## src/rtl/renesas_gpio_axil_bridge_if.sv

```systemverilog
// AXI4-Lite channel bundle between the board interconnect and the
// GPIO register bridge.
interface renesas_gpio_axil_bridge_if;
    logic [31:0] awaddr;
    logic        awvalid;
    logic        awready;
    logic [31:0] wdata;
    logic [3:0]  wstrb;
    logic        wvalid;
    logic        wready;
    logic [1:0]  bresp;
    logic        bvalid;
    logic        bready;
    logic [31:0] araddr;
    logic        arvalid;
    logic        arready;
    logic [31:0] rdata;
    logic [1:0]  rresp;
    logic        rvalid;
    logic        rready;

    modport slave (
        input  awaddr, awvalid,
        output awready,
        input  wdata, wstrb, wvalid,
        output wready,
        output bresp, bvalid,
        input  bready,
        input  araddr, arvalid,
        output arready,
        output rdata, rresp, rvalid,
        input  rready
    );

    modport master (
        output awaddr, awvalid,
        input  awready,
        output wdata, wstrb, wvalid,
        input  wready,
        input  bresp, bvalid,
        output bready,
        output araddr, arvalid,
        input  arready,
        input  rdata, rresp, rvalid,
        output rready
    );
endinterface

```

## src/rtl/renesas_gpio_axil_bridge.sv

```systemverilog
// AXI4-Lite slave turning host accesses into the single-cycle
// sys_if strobe bus of the GPIO register bank, one access at a time.
module renesas_gpio_axil_bridge #(
    parameter logic [31:0] ADDR_SPAN = 32'h40
) (
    input  logic                             sys_if_clk,
    input  logic                             sys_if_rstn,
    renesas_gpio_axil_bridge_if.slave        s_axil,
    output logic                             sys_if_wen,
    output logic [31:0]                      sys_if_addr,
    output logic [31:0]                      sys_if_wdata,
    input  logic [31:0]                      sys_if_rdata
);

    typedef enum logic [2:0] {
        IDLE,
        WR_STROBE,
        WR_RESP,
        RD_ADDR,
        RD_CAPTURE,
        RD_RESP
    } state_e;

    localparam logic [1:0] RESP_OKAY   = 2'b00;
    localparam logic [1:0] RESP_SLVERR = 2'b10;

    state_e      state_q;
    logic        last_wr_q;
    logic        err_q;
    logic        wen_q;
    logic        bvalid_q;
    logic        rvalid_q;
    logic [1:0]  bresp_q;
    logic [1:0]  rresp_q;
    logic [31:0] addr_q;
    logic [31:0] wdata_q;
    logic [31:0] rdata_q;

    logic wr_req;
    logic rd_req;
    logic idle;
    logic grant_w;
    logic grant_r;
    logic wr_err;
    logic rd_err;

    // Readys are combinational grants, gated by reset so they read 0 in reset.
    always_comb begin
        wr_req  = s_axil.awvalid & s_axil.wvalid;
        rd_req  = s_axil.arvalid;
        idle    = (state_q == IDLE) & sys_if_rstn;
        grant_w = idle & wr_req & (~rd_req | ~last_wr_q);
        grant_r = idle & rd_req & ~grant_w;
        wr_err  = (s_axil.awaddr >= ADDR_SPAN) |
                  (s_axil.wstrb != 4'hF);
        rd_err  = (s_axil.araddr >= ADDR_SPAN);
    end

    always_ff @(posedge sys_if_clk or negedge sys_if_rstn) begin
        if (!sys_if_rstn) begin
            state_q   <= IDLE;
            last_wr_q <= 1'b0;
            err_q     <= 1'b0;
            wen_q     <= 1'b0;
            bvalid_q  <= 1'b0;
            rvalid_q  <= 1'b0;
            bresp_q   <= RESP_OKAY;
            rresp_q   <= RESP_OKAY;
            addr_q    <= '0;
            wdata_q   <= '0;
            rdata_q   <= '0;
        end else begin
            unique case (state_q)
                IDLE: begin
                    if (grant_w) begin
                        addr_q    <= {s_axil.awaddr[31:2], 2'b00};
                        wdata_q   <= s_axil.wdata;
                        err_q     <= wr_err;
                        wen_q     <= ~wr_err;
                        last_wr_q <= 1'b1;
                        state_q   <= WR_STROBE;
                    end else if (grant_r) begin
                        addr_q    <= {s_axil.araddr[31:2], 2'b00};
                        err_q     <= rd_err;
                        last_wr_q <= 1'b0;
                        state_q   <= RD_ADDR;
                    end
                end
                WR_STROBE: begin
                    wen_q    <= 1'b0;
                    bvalid_q <= 1'b1;
                    bresp_q  <= err_q ? RESP_SLVERR : RESP_OKAY;
                    state_q  <= WR_RESP;
                end
                WR_RESP: begin
                    if (s_axil.bready) begin
                        bvalid_q <= 1'b0;
                        state_q  <= IDLE;
                    end
                end
                RD_ADDR: begin
                    state_q <= RD_CAPTURE;
                end
                RD_CAPTURE: begin
                    rdata_q  <= err_q ? 32'h0 : sys_if_rdata;
                    rresp_q  <= err_q ? RESP_SLVERR : RESP_OKAY;
                    rvalid_q <= 1'b1;
                    state_q  <= RD_RESP;
                end
                RD_RESP: begin
                    if (s_axil.rready) begin
                        rvalid_q <= 1'b0;
                        state_q  <= IDLE;
                    end
                end
                default: begin
                    state_q <= IDLE;
                end
            endcase
        end
    end

    assign s_axil.awready = grant_w;
    assign s_axil.wready  = grant_w;
    assign s_axil.arready = grant_r;
    assign s_axil.bvalid  = bvalid_q;
    assign s_axil.bresp   = bresp_q;
    assign s_axil.rvalid  = rvalid_q;
    assign s_axil.rresp   = rresp_q;
    assign s_axil.rdata   = rdata_q;
    assign sys_if_wen     = wen_q;
    assign sys_if_addr    = addr_q;
    assign sys_if_wdata   = wdata_q;

endmodule

```

## src/flat_wrapper.sv

```systemverilog
// flat-port wrapper written by rule: the top's interface ports become plain ports
module renesas_gpio_axil_bridge_flat 
#(
    parameter logic [31:0] ADDR_SPAN = 32'h40
)
  (sys_if_clk, sys_if_rstn, sys_if_wen, sys_if_addr, sys_if_wdata, sys_if_rdata, s_axil_awaddr, s_axil_awvalid, s_axil_awready, s_axil_wdata, s_axil_wstrb, s_axil_wvalid, s_axil_wready, s_axil_bresp, s_axil_bvalid, s_axil_bready, s_axil_araddr, s_axil_arvalid, s_axil_arready, s_axil_rdata, s_axil_rresp, s_axil_rvalid, s_axil_rready);
  renesas_gpio_axil_bridge_if s_axil_i ();
  input  logic sys_if_clk;
  input  logic sys_if_rstn;
  output logic sys_if_wen;
  output logic [31:0] sys_if_addr;
  output logic [31:0] sys_if_wdata;
  input  logic [31:0] sys_if_rdata;
  input wire logic [$bits(s_axil_i.awaddr)-1:0] s_axil_awaddr;
  input wire logic [$bits(s_axil_i.awvalid)-1:0] s_axil_awvalid;
  output wire logic [$bits(s_axil_i.awready)-1:0] s_axil_awready;
  input wire logic [$bits(s_axil_i.wdata)-1:0] s_axil_wdata;
  input wire logic [$bits(s_axil_i.wstrb)-1:0] s_axil_wstrb;
  input wire logic [$bits(s_axil_i.wvalid)-1:0] s_axil_wvalid;
  output wire logic [$bits(s_axil_i.wready)-1:0] s_axil_wready;
  output wire logic [$bits(s_axil_i.bresp)-1:0] s_axil_bresp;
  output wire logic [$bits(s_axil_i.bvalid)-1:0] s_axil_bvalid;
  input wire logic [$bits(s_axil_i.bready)-1:0] s_axil_bready;
  input wire logic [$bits(s_axil_i.araddr)-1:0] s_axil_araddr;
  input wire logic [$bits(s_axil_i.arvalid)-1:0] s_axil_arvalid;
  output wire logic [$bits(s_axil_i.arready)-1:0] s_axil_arready;
  output wire logic [$bits(s_axil_i.rdata)-1:0] s_axil_rdata;
  output wire logic [$bits(s_axil_i.rresp)-1:0] s_axil_rresp;
  output wire logic [$bits(s_axil_i.rvalid)-1:0] s_axil_rvalid;
  input wire logic [$bits(s_axil_i.rready)-1:0] s_axil_rready;
  assign s_axil_i.awaddr = s_axil_awaddr;
  assign s_axil_i.awvalid = s_axil_awvalid;
  assign s_axil_awready = s_axil_i.awready;
  assign s_axil_i.wdata = s_axil_wdata;
  assign s_axil_i.wstrb = s_axil_wstrb;
  assign s_axil_i.wvalid = s_axil_wvalid;
  assign s_axil_wready = s_axil_i.wready;
  assign s_axil_bresp = s_axil_i.bresp;
  assign s_axil_bvalid = s_axil_i.bvalid;
  assign s_axil_i.bready = s_axil_bready;
  assign s_axil_i.araddr = s_axil_araddr;
  assign s_axil_i.arvalid = s_axil_arvalid;
  assign s_axil_arready = s_axil_i.arready;
  assign s_axil_rdata = s_axil_i.rdata;
  assign s_axil_rresp = s_axil_i.rresp;
  assign s_axil_rvalid = s_axil_i.rvalid;
  assign s_axil_i.rready = s_axil_rready;
  renesas_gpio_axil_bridge #(.ADDR_SPAN(ADDR_SPAN)) u_core (.sys_if_clk(sys_if_clk), .sys_if_rstn(sys_if_rstn), .s_axil(s_axil_i), .sys_if_wen(sys_if_wen), .sys_if_addr(sys_if_addr), .sys_if_wdata(sys_if_wdata), .sys_if_rdata(sys_if_rdata));
endmodule
```

## config.mk

```make
export PLATFORM = sky130hd
export DESIGN_NAME = renesas_gpio_axil_bridge_flat
export DESIGN_NICKNAME = d
export VERILOG_FILES = /design/src/rtl/renesas_gpio_axil_bridge_if.sv /design/src/rtl/renesas_gpio_axil_bridge.sv /design/src/flat_wrapper.sv
export SDC_FILE = /design/constraint.sdc
export NUM_CORES = 1
export LEC_CHECK = 0
export ABC_AREA = 1
export BUFFER_PORTS_ARGS = -buffer_cell sky130_fd_sc_hd__buf_2
export CORE_ASPECT_RATIO = 1.25
export CORE_MARGIN = 2
export CORE_UTILIZATION = 48
export DETAILED_ROUTE_END_ITERATION = 6
export PLACE_DENSITY = 0.89
export SETUP_SLACK_MARGIN = 0.05
export SLEW_MARGIN = 5
export SYNTH_ARGS = -nofsm -noshare
export SYNTH_HDL_FRONTEND = slang
export SYNTH_SLANG_ARGS = --single-unit
```

## constraint.sdc

```tcl
create_clock -name sys_if_clk -period 2.5 [get_ports sys_if_clk]
set_input_delay 0.5 -clock sys_if_clk [delete_from_list [all_inputs] [get_ports sys_if_clk]]
set_output_delay 0.5 -clock sys_if_clk [all_outputs]
set_load 0.01 [all_outputs]
```

==> results.md, run 1 <==
- The run finished with clean final reports.
- Setup repair after global routing left no endpoint under its margin.
- The vertical extent of the die is 113 µm.
- Across all setup checks in the final design, the least slack found is 317 ps.
- The post-CTS setup repair buffer count is 0.
- The die width is 90.8 µm.
- On the critical path the largest part of the delay comes from buffers and inverters.
- For this run, the leading register cell type out of synthesis is dfrtp_1.
- The number of failing setup endpoints in the final timing report is 0.
- After layout, the minimum clock period comes to 2180 ps.
- The delay of the slowest cell on the worst path is 430 ps.
- The first-pass iteration count of the detailed router is 4.
- At the end of routability-driven placement, the weighted congestion stood at around 0.86.
- The relative contribution of combinational cells to total power is a little under two fifths.
- Synthesis produced 521 cells.
- Summed over all layers, the global routing overflow is 0.
- The sort of element at the start of the critical path is a flip-flop.
- The number of pins exceeding their max-slew limit in the final report was 0.
- The minimum setup slack after placement is around 380 ps.
- The number of hold-slack violations in the final timing report came to 0.
- The critical path goes through inv_2 > nand2_2 > nor2_4 > nand3_1 > buf_4 > nor2_1 > buf_2.
- In the synthesized netlist the async set-or-reset flop fraction comes to 100%.
- The worst path required time is about 2000 ps.
- 245 I/O pins were placed.
- Detailed routing inserted a total of ~4300 vias.
- In this run switching power makes up 36.7% of total power.
- The number of buffers and inverters on the critical path is 3.
- The total of cells resized after clock tree synthesis is 0.
- The total clock buffers created by CTS is 9.
- The internal portion of the total power is between 4 and 5 mW.
- The fraction of final layout cells with drive strength greater than 1 is 35.5%.
- The later pin in the worst-skew pair is clocked with a latency of 340 ps.
- The highest fanout seen on the critical path is 32.
- The row count is 39.
- Entering global routing, the biggest net connects 57 pins.
- The net count of the finished layout is about 890.
- The path type of the worst setup path is flip-flop to output port.
- Dividing the final minimum period by the clock period gives 87.3%.
- The count of hold buffers inserted by post-cts repair is 0.
- The routed design has 12600 µm of wire.
- In this run the clock root is driven by a clkbuf_16.
- The total core area is 9170 µm².
- The tool flagged a number of max-cap violations equal to 0.
- Headroom to the max-slew limit came out at 25.0%.
- Dividing total power by cell area gives a power density of 1140 nW/µm².
- For this run, the number of Yosys warnings is 0.
- The worst hold margin is 287 ps.
- The overall track demand over capacity in global routing is 25.0%.
- For this design the static power due to leakage is 3.57 nW.
- The first global-routing pass estimated 20300 µm of wire.
- The mean cell area of the mapped netlist is 8.68 µm².
- The setup TNS after final layout is 0 ps.
- The worst-margin pin slew is 1130 ps.
- Once placement finished, the instance area stood at ~5800 µm².
- The cell area after layout is 6070 µm².
- The area enclosed by the die boundary is 10200 µm².
- The number of synthesized register bits is 104.
- Timing would allow up to ~460 MHz.
- After synthesis, the netlist uses 24 different library cells.
- The effective utilization at floorplan is 49.3%.
- The library cell used most frequently in the layout, excluding fill and tap cells, is buf_2.
- The number of I/O port buffers is 236.
- The design draws 6.93 mW.
- The HPWL after detailed placement is 9270 µm.
- The number of flops mapped to enable cells by yosys is 0.
- After detailed routing, the number of remaining DRC violations is 0.
- Dividing the detail-routed via count by the number of cells gives 4.95.
- The H-tree was split into 3 levels.
- The via count of the first global-routing pass is 4334.
- The number of nets with antenna violations after routing is 0.
- Summed over all nets, the switching power comes to 2.54 mW.
- The worst hold path belongs to the class input pin to async pin.
- TritonCTS built the clock tree.
- The worst setup path is captured at an output port.
- For this block, the initial DRC count from the detailed router was 156.
- The initial antenna violation count is 0.
- STA puts the critical path data arrival time at 1680 ps.
- The area growth from synthesis to final layout is 34.2%.
- The slowest stage of the critical path belongs to the cell dfrtp_1.
- The clock-pin slew on the worst setup and hold paths is 70 ps.
- The mean routed wirelength per cell is 14.3 µm.
- The fraction of the yosys area taken by sequential cells is 57.6%.
- The worst vdd rail ir drop is 0.000478 V.
- In this run the cell area of the synthesized design comes to 4520 µm².
- The clock network fraction of total power is roughly 20%.
- The number of buffers on the longest clock path is 2.
- Registers are responsible for 41.8% of the overall power.
- The clock arrives with 8.99 ps of skew.
- Clock tree synthesis found a total of 104 sinks.
- The top cell types in the final layout, fill and taps aside, are 235 x buf_2, 195 x nand2_1, 104 x dfrtp_1.
- The repair_antennas step left the layout with diodes totalling 0.
[Yosys cell counts, drive strengths merged (2+ instances only)]
cell type	n	share of area, %
a22o	32	6.2
nand4	2	0.28
buf	24	3.3
clkbuf	7	0.58
inv	41	3.4
nor2	36	3.4
and2	3	0.42
nand2	197	16
dfrtp	104	58
o21ai	62	6.9
nand3	8	0.89
[flip-flops by register name, indices dropped and copies added, names as in the netlist]
| signal | cells |
|---|---|
| u_core.err_q | 1 |
| u_core.s_axil.rvalid | 1 |
| u_core.last_wr_q | 1 |
| u_core.sys_if_addr | 30 |
| u_core.sys_if_wdata | 32 |
| u_core.state_q | 3 |
| u_core.s_axil.rdata | 32 |
| u_core.sys_if_wen | 1 |
| u_core.s_axil.bvalid | 1 |
| u_core.s_axil.bresp | 1 |
| u_core.s_axil.rresp | 1 |
[routing by layer]
metal | vias to the layer above | share of wire [%] | global-route usage (%)
met3 | 18 | 5.3 | 4.03
met4 | 0 | 1.6 | 8.59
li1 | 2103 | - | -
met2 | 184 | 53 | 45.4
met5 | - | 0 | 0
met1 | 2028 | 40 | 30.1
[area by class of cell]
type,instances,area [µm²]
flip-flops and latches,104,2600
clock inverters,4,51.3
multi-input cells,348,1600
inverters,41,154
clock buffers,12,246
fillers,784,3110
well taps,123,154
repair buffers,244,1260
[power by group through the flow]
stage               Sequential, mW  Combinational, mW  Clock, mW
floorplan                     3.21               1.14          0
global placement              2.86               2.54          0
detailed placement            2.89               2.64          0
CTS                           2.89               2.66       1.42
global route                  2.98               2.93       1.50
finish                        2.89               2.64       1.40
[stage by stage]
| step | cells | util [%] |
|---|---|---|
| 2_1_floorplan | 524 | - |
| 3_3_place_gp | 860 | 62.9 |
| 3_5_place_dp | 860 | 62.9 |
| 4_1_cts | 876 | 66.1 |
| 5_1_grt | 876 | 66.1 |
| 6_report | 876 | 66.1 |
[logic make-up after synthesis]
logic type,Yosys count,share of synthesized area (%)
AOI/OAI and AO/OA,96,13.3
other,1,0.0829
muxes,1,0.249
and+or+nand+nor,247,21.5
buffers and inverters,72,7.25
DFF,104,57.6
[path summary, 6_finish.rpt]
path	from	end	slack [ps]	cells after the start
worst min-delay path	sys_if_rstn	u_core.sys_if_wdata[13]$_DFFE_PN0P_	290	2
worst max-delay path	u_core.state_q[2]$_DFFE_PN0P_	s_axil_arready	320	7
worst min register to register	u_core.sys_if_addr[8]$_DFFE_PN0P_	u_core.sys_if_addr[8]$_DFFE_PN0P_	470	2
max in group asynchronous	sys_if_rstn	u_core.s_axil.rdata[16]$_DFFE_PN0P_	1110	3
min in group sys_if_clk	s_axil_wdata[29]	u_core.sys_if_wdata[29]$_DFFE_PN0P_	360	3
worst max register to register	u_core.state_q[2]$_DFFE_PN0P_	u_core.state_q[1]$_DFFE_PN0P_	410	8
Note: power is estimated with default switching activity, not from simulation.
==> inputs of run 2 (changes only) <==
--- a/config.mk
+++ b/config.mk
@@ -9,11 +9,11 @@
 export BUFFER_PORTS_ARGS = -buffer_cell sky130_fd_sc_hd__buf_2
 export CORE_ASPECT_RATIO = 1.25
 export CORE_MARGIN = 2
-export CORE_UTILIZATION = 48
+export CORE_UTILIZATION = 45
 export DETAILED_ROUTE_END_ITERATION = 6
-export PLACE_DENSITY = 0.89
+export MAX_ROUTING_LAYER = met4
+export PLACE_DENSITY = 0.85
 export SETUP_SLACK_MARGIN = 0.05
-export SLEW_MARGIN = 5
 export SYNTH_ARGS = -nofsm -noshare
 export SYNTH_HDL_FRONTEND = slang
 export SYNTH_SLANG_ARGS = --single-unit
==> constraint.sdc (replaced) <==
create_clock -name sys_if_clk -period 2.45 [get_ports sys_if_clk]
set_input_delay 0.49 -clock sys_if_clk [delete_from_list [all_inputs] [get_ports sys_if_clk]]
set_output_delay 0.49 -clock sys_if_clk [all_outputs]
set_load 0.01 [all_outputs]
==> run 2 against run 1 <==
Compared with the run above: final cell count increased by 0.57%; wire length grew 0.51%; design area is 0.37% higher; largest power group unchanged; largest cell class unchanged; power grew 2.2%; highest routed layer unchanged.
==> results.md, run 2 (synthesis results as in run 1) <==
- The number of H-tree branching levels came to 3 (unchanged).
- The overall power of the completed layout is 7.08 mW (+2.2%).
- The number of pins exceeding their max-slew limit in the final report is 0 (unchanged).
- The row count is 40 (+2.6%).
- The delay of the slowest cell on the worst path was 430 ps (about the same).
- The total clock buffers created by CTS is 9 (unchanged).
- The number of design-rule violations left by the first detailed-router iteration is 146 (-6.4%).
- The worst setup path is captured at an output port.
- The routability congestion estimate from global placement was 0.897 (+4.2%).
- The cell sitting at the root of the clock tree is a clkbuf_16.
- The worst vdd rail ir drop came to 0.000530 V (+11%).
- The worst clock skew on the final layout was 6.15 ps (-2.85 ps).
- The fraction of final layout cells with drive strength greater than 1 came to 35.6% (+0.17 points).
- The final cycle utilization of the critical path is 94.4%.
- The highest fanout seen on the critical path is 25 (-22%).
- The number of I/O port buffers is 236 (unchanged).
- The area enclosed by the die boundary came to 10900 µm² (+6.4%).
- The leading cell type in the layout, fill and taps excluded is buf_2.
- The number of failing setup endpoints in the final timing report is 0 (unchanged).
- The largest net degree at the start of global routing is 68 (+19%).
- The path type of the worst setup path is flip-flop to output port.
- The worst setup path is launched from a flip-flop.
- The antenna diode count came to 0 (unchanged).
- The cell area power density is 1160 nW/µm² (+1.8%).
- The headroom to the max-slew limit is 50.8% (+26 points).
- The initial antenna violation count is 0 (unchanged).
- Leaving out fill and tap cells, the most frequent cells in the layout are 235 x buf_2, 195 x nand2_1, 104 x dfrtp_1.
- The worst-margin pin slew is 737 ps (-388 ps).
- The standby leakage power was 3.58 nW (+0.28%).
- The setup TNS after final layout is 0 ps (unchanged).
- The number of buffers on the longest clock path came to 2 (unchanged).
- The post-detailed-route via-to-cell ratio was 4.93 (-0.34%).
- The flow ran to the end, and the final reports show no timing, DRC or antenna violations.
- The mean routed wirelength per cell is 14.3 µm (about the same).
- The number of nets with antenna violations after routing is 0 (unchanged).
- The highest attainable clock frequency is ~430 MHz.
- The path class of the lowest-slack min-delay path is input pin to async pin.
- The reg-to-reg critical path endpoint is u_core.sys_if_addr[31]$_DFFE_PN0P_.
- The sum of routed wire length over all layers was 12600 µm (+0.51%).
- The number of maximum-capacitance constraint violations is 0 (unchanged).
- The worst register-to-register path begins at u_core.state_q[2]$_DFFE_PN0P_.
- Setup repair after global routing could not meet its margin everywhere.
- The signal on the critical path passes through inv_2 > nand2_2 > nor2_4 > nand2_2 > nor2_4 > buf_2.
- The count of unresolved DRC violations after routing came to 0 (unchanged).
- The number of hold-slack violations in the final timing report is 0 (unchanged).
- The clock-pin slew on the worst setup and hold paths was 70 ps (about the same).
- The die width was 93.7 µm (+3.1%).
- The overall track demand over capacity in global routing came to 24.0% (-0.99 points).
- The remaining global-route overflow is 0 (unchanged).
- The area growth from synthesis to final layout is 34.7%.
- The post-CTS setup repair buffer count is 0 (unchanged).
- The data arrival time of the critical path is 1820 ps (+140 ps).
- The total core area is 9710 µm² (+5.8%).
- The clock latency of the later-clocked register in the worst-skew pair is 340 ps (about the same).
- The TritonCTS sink count is 104 (unchanged).
- The depth of the worst register-to-register path is 9 (+1).
- The wire length of the first global-routing pass came to 19800 µm (-2.6%).
- The first-pass iteration count of the detailed router was 4 (unchanged).
- The clock tree from TritonCTS is built.
- The worst path required time was 1960 ps (-40 ps).
- The half-perimeter wire length after detailed placement is 9400 µm (+1.5%).
- The via count of the first global-routing pass was 4283 (-1.2%).
- The net count of the finished layout is 889 (+0.23%).
- The effective utilization at floorplan is 46.6% (-2.7 points).
- The setup slack of the most critical reg-to-reg path was 430 ps (+20 ps).
- The vertical extent of the die came to 116 µm (+3.2%).
- The boundary pin count is 245 (unchanged).
- The worst path in the final design needs a cycle of 2310 ps, including I/O delays and setup.
- The total number of vias was 4343 (+0.23%).
- Among all stages on the critical path, the largest delay is contributed by nor2_4.
run 2: cell count changes in the layout (fill, tap and decap cells not counted):
| cell | before | now |
|---|---|---|
| buf_4 | 8 | 9 |
| dlygate4sd3_1 | 0 | 1 |
| o21a_1 | 1 | 0 |
| o21a_2 | 0 | 1 |
run 2: worst max path at each step:
stage	start	endpoint	slack [ps]
3_5_place_dp	s_axil_arvalid	u_core.state_q[0]$_DFFE_PN0P_	190
6_report	u_core.state_q[2]$_DFFE_PN0P_	s_axil_awready	140
5_1_grt	u_core.state_q[1]$_DFFE_PN0P_	s_axil_arready	10
4_1_cts	u_core.state_q[2]$_DFFE_PN0P_	s_axil_awready	120
3_3_place_gp	s_axil_arvalid	u_core.state_q[1]$_DFFE_PN0P_	300
2_1_floorplan	u_core.state_q[2]$_DFFE_PN0P_	s_axil_wready	600
run 2: metrics by stage:
stage / util (%) / std cells / cell area [µm²] / hold slack [ps] / worst slack, ps
after floorplan: - / 524 / 4530 / 194 / 602
after global placement: 59.5 / 864 / 5780 / 283 / 300
after detailed placement: 59.5 / 864 / 5780 / 286 / 188
after CTS: 62.7 / 881 / 6090 / 252 / 117
after global routing: 62.7 / 881 / 6090 / 288 / 12.2
final: 62.7 / 881 / 6090 / 250 / 138
run 2: final cells by class:
class	instances	area, µm²
clock buffers	12	246
flip-flops and latches	104	2600
well taps	126	158
clock inverters	4	51.3
inverters	41	154
repair buffers	246	1270
fillers	848	3620
multi-input cells	348	1600
run 2: layer usage:
layer | up-vias | wire length, µm | track usage (%) | share of wire (%)
met1 | 2027 | 4850 | 27.0 | 38
li1 | 2104 | - | - | -
met2 | 190 | 6620 | 41.9 | 52
met5 | - | 0 | - | 0
met4 | 0 | 246 | 9.08 | 1.9
met3 | 22 | 897 | 5.07 | 7.1
run 2: repair_timing:
item / CTS / global route
endpoints found under the setup margin: 0 / 4
hold buffers: 1 / 0
gates resized for setup: 0 / 1
endpoints found under the hold margin: 1 / 0
run 2: power by group:
part	switching (mW)	leakage [nW]	total (mW)	internal, mW
sequential	0.439	1.30	2.94	2.50
clock	0.619	0.143	1.44	0.823
combinational	1.55	2.13	2.70	1.15
run 2: worst max-delay path, delay by kind of cell, from the launching register on:
family / cells / cell delay (ps)
AND/OR/NAND/NOR: 4 / 720
flip-flops: 1 / 420
buffers and inverters: 2 / 320
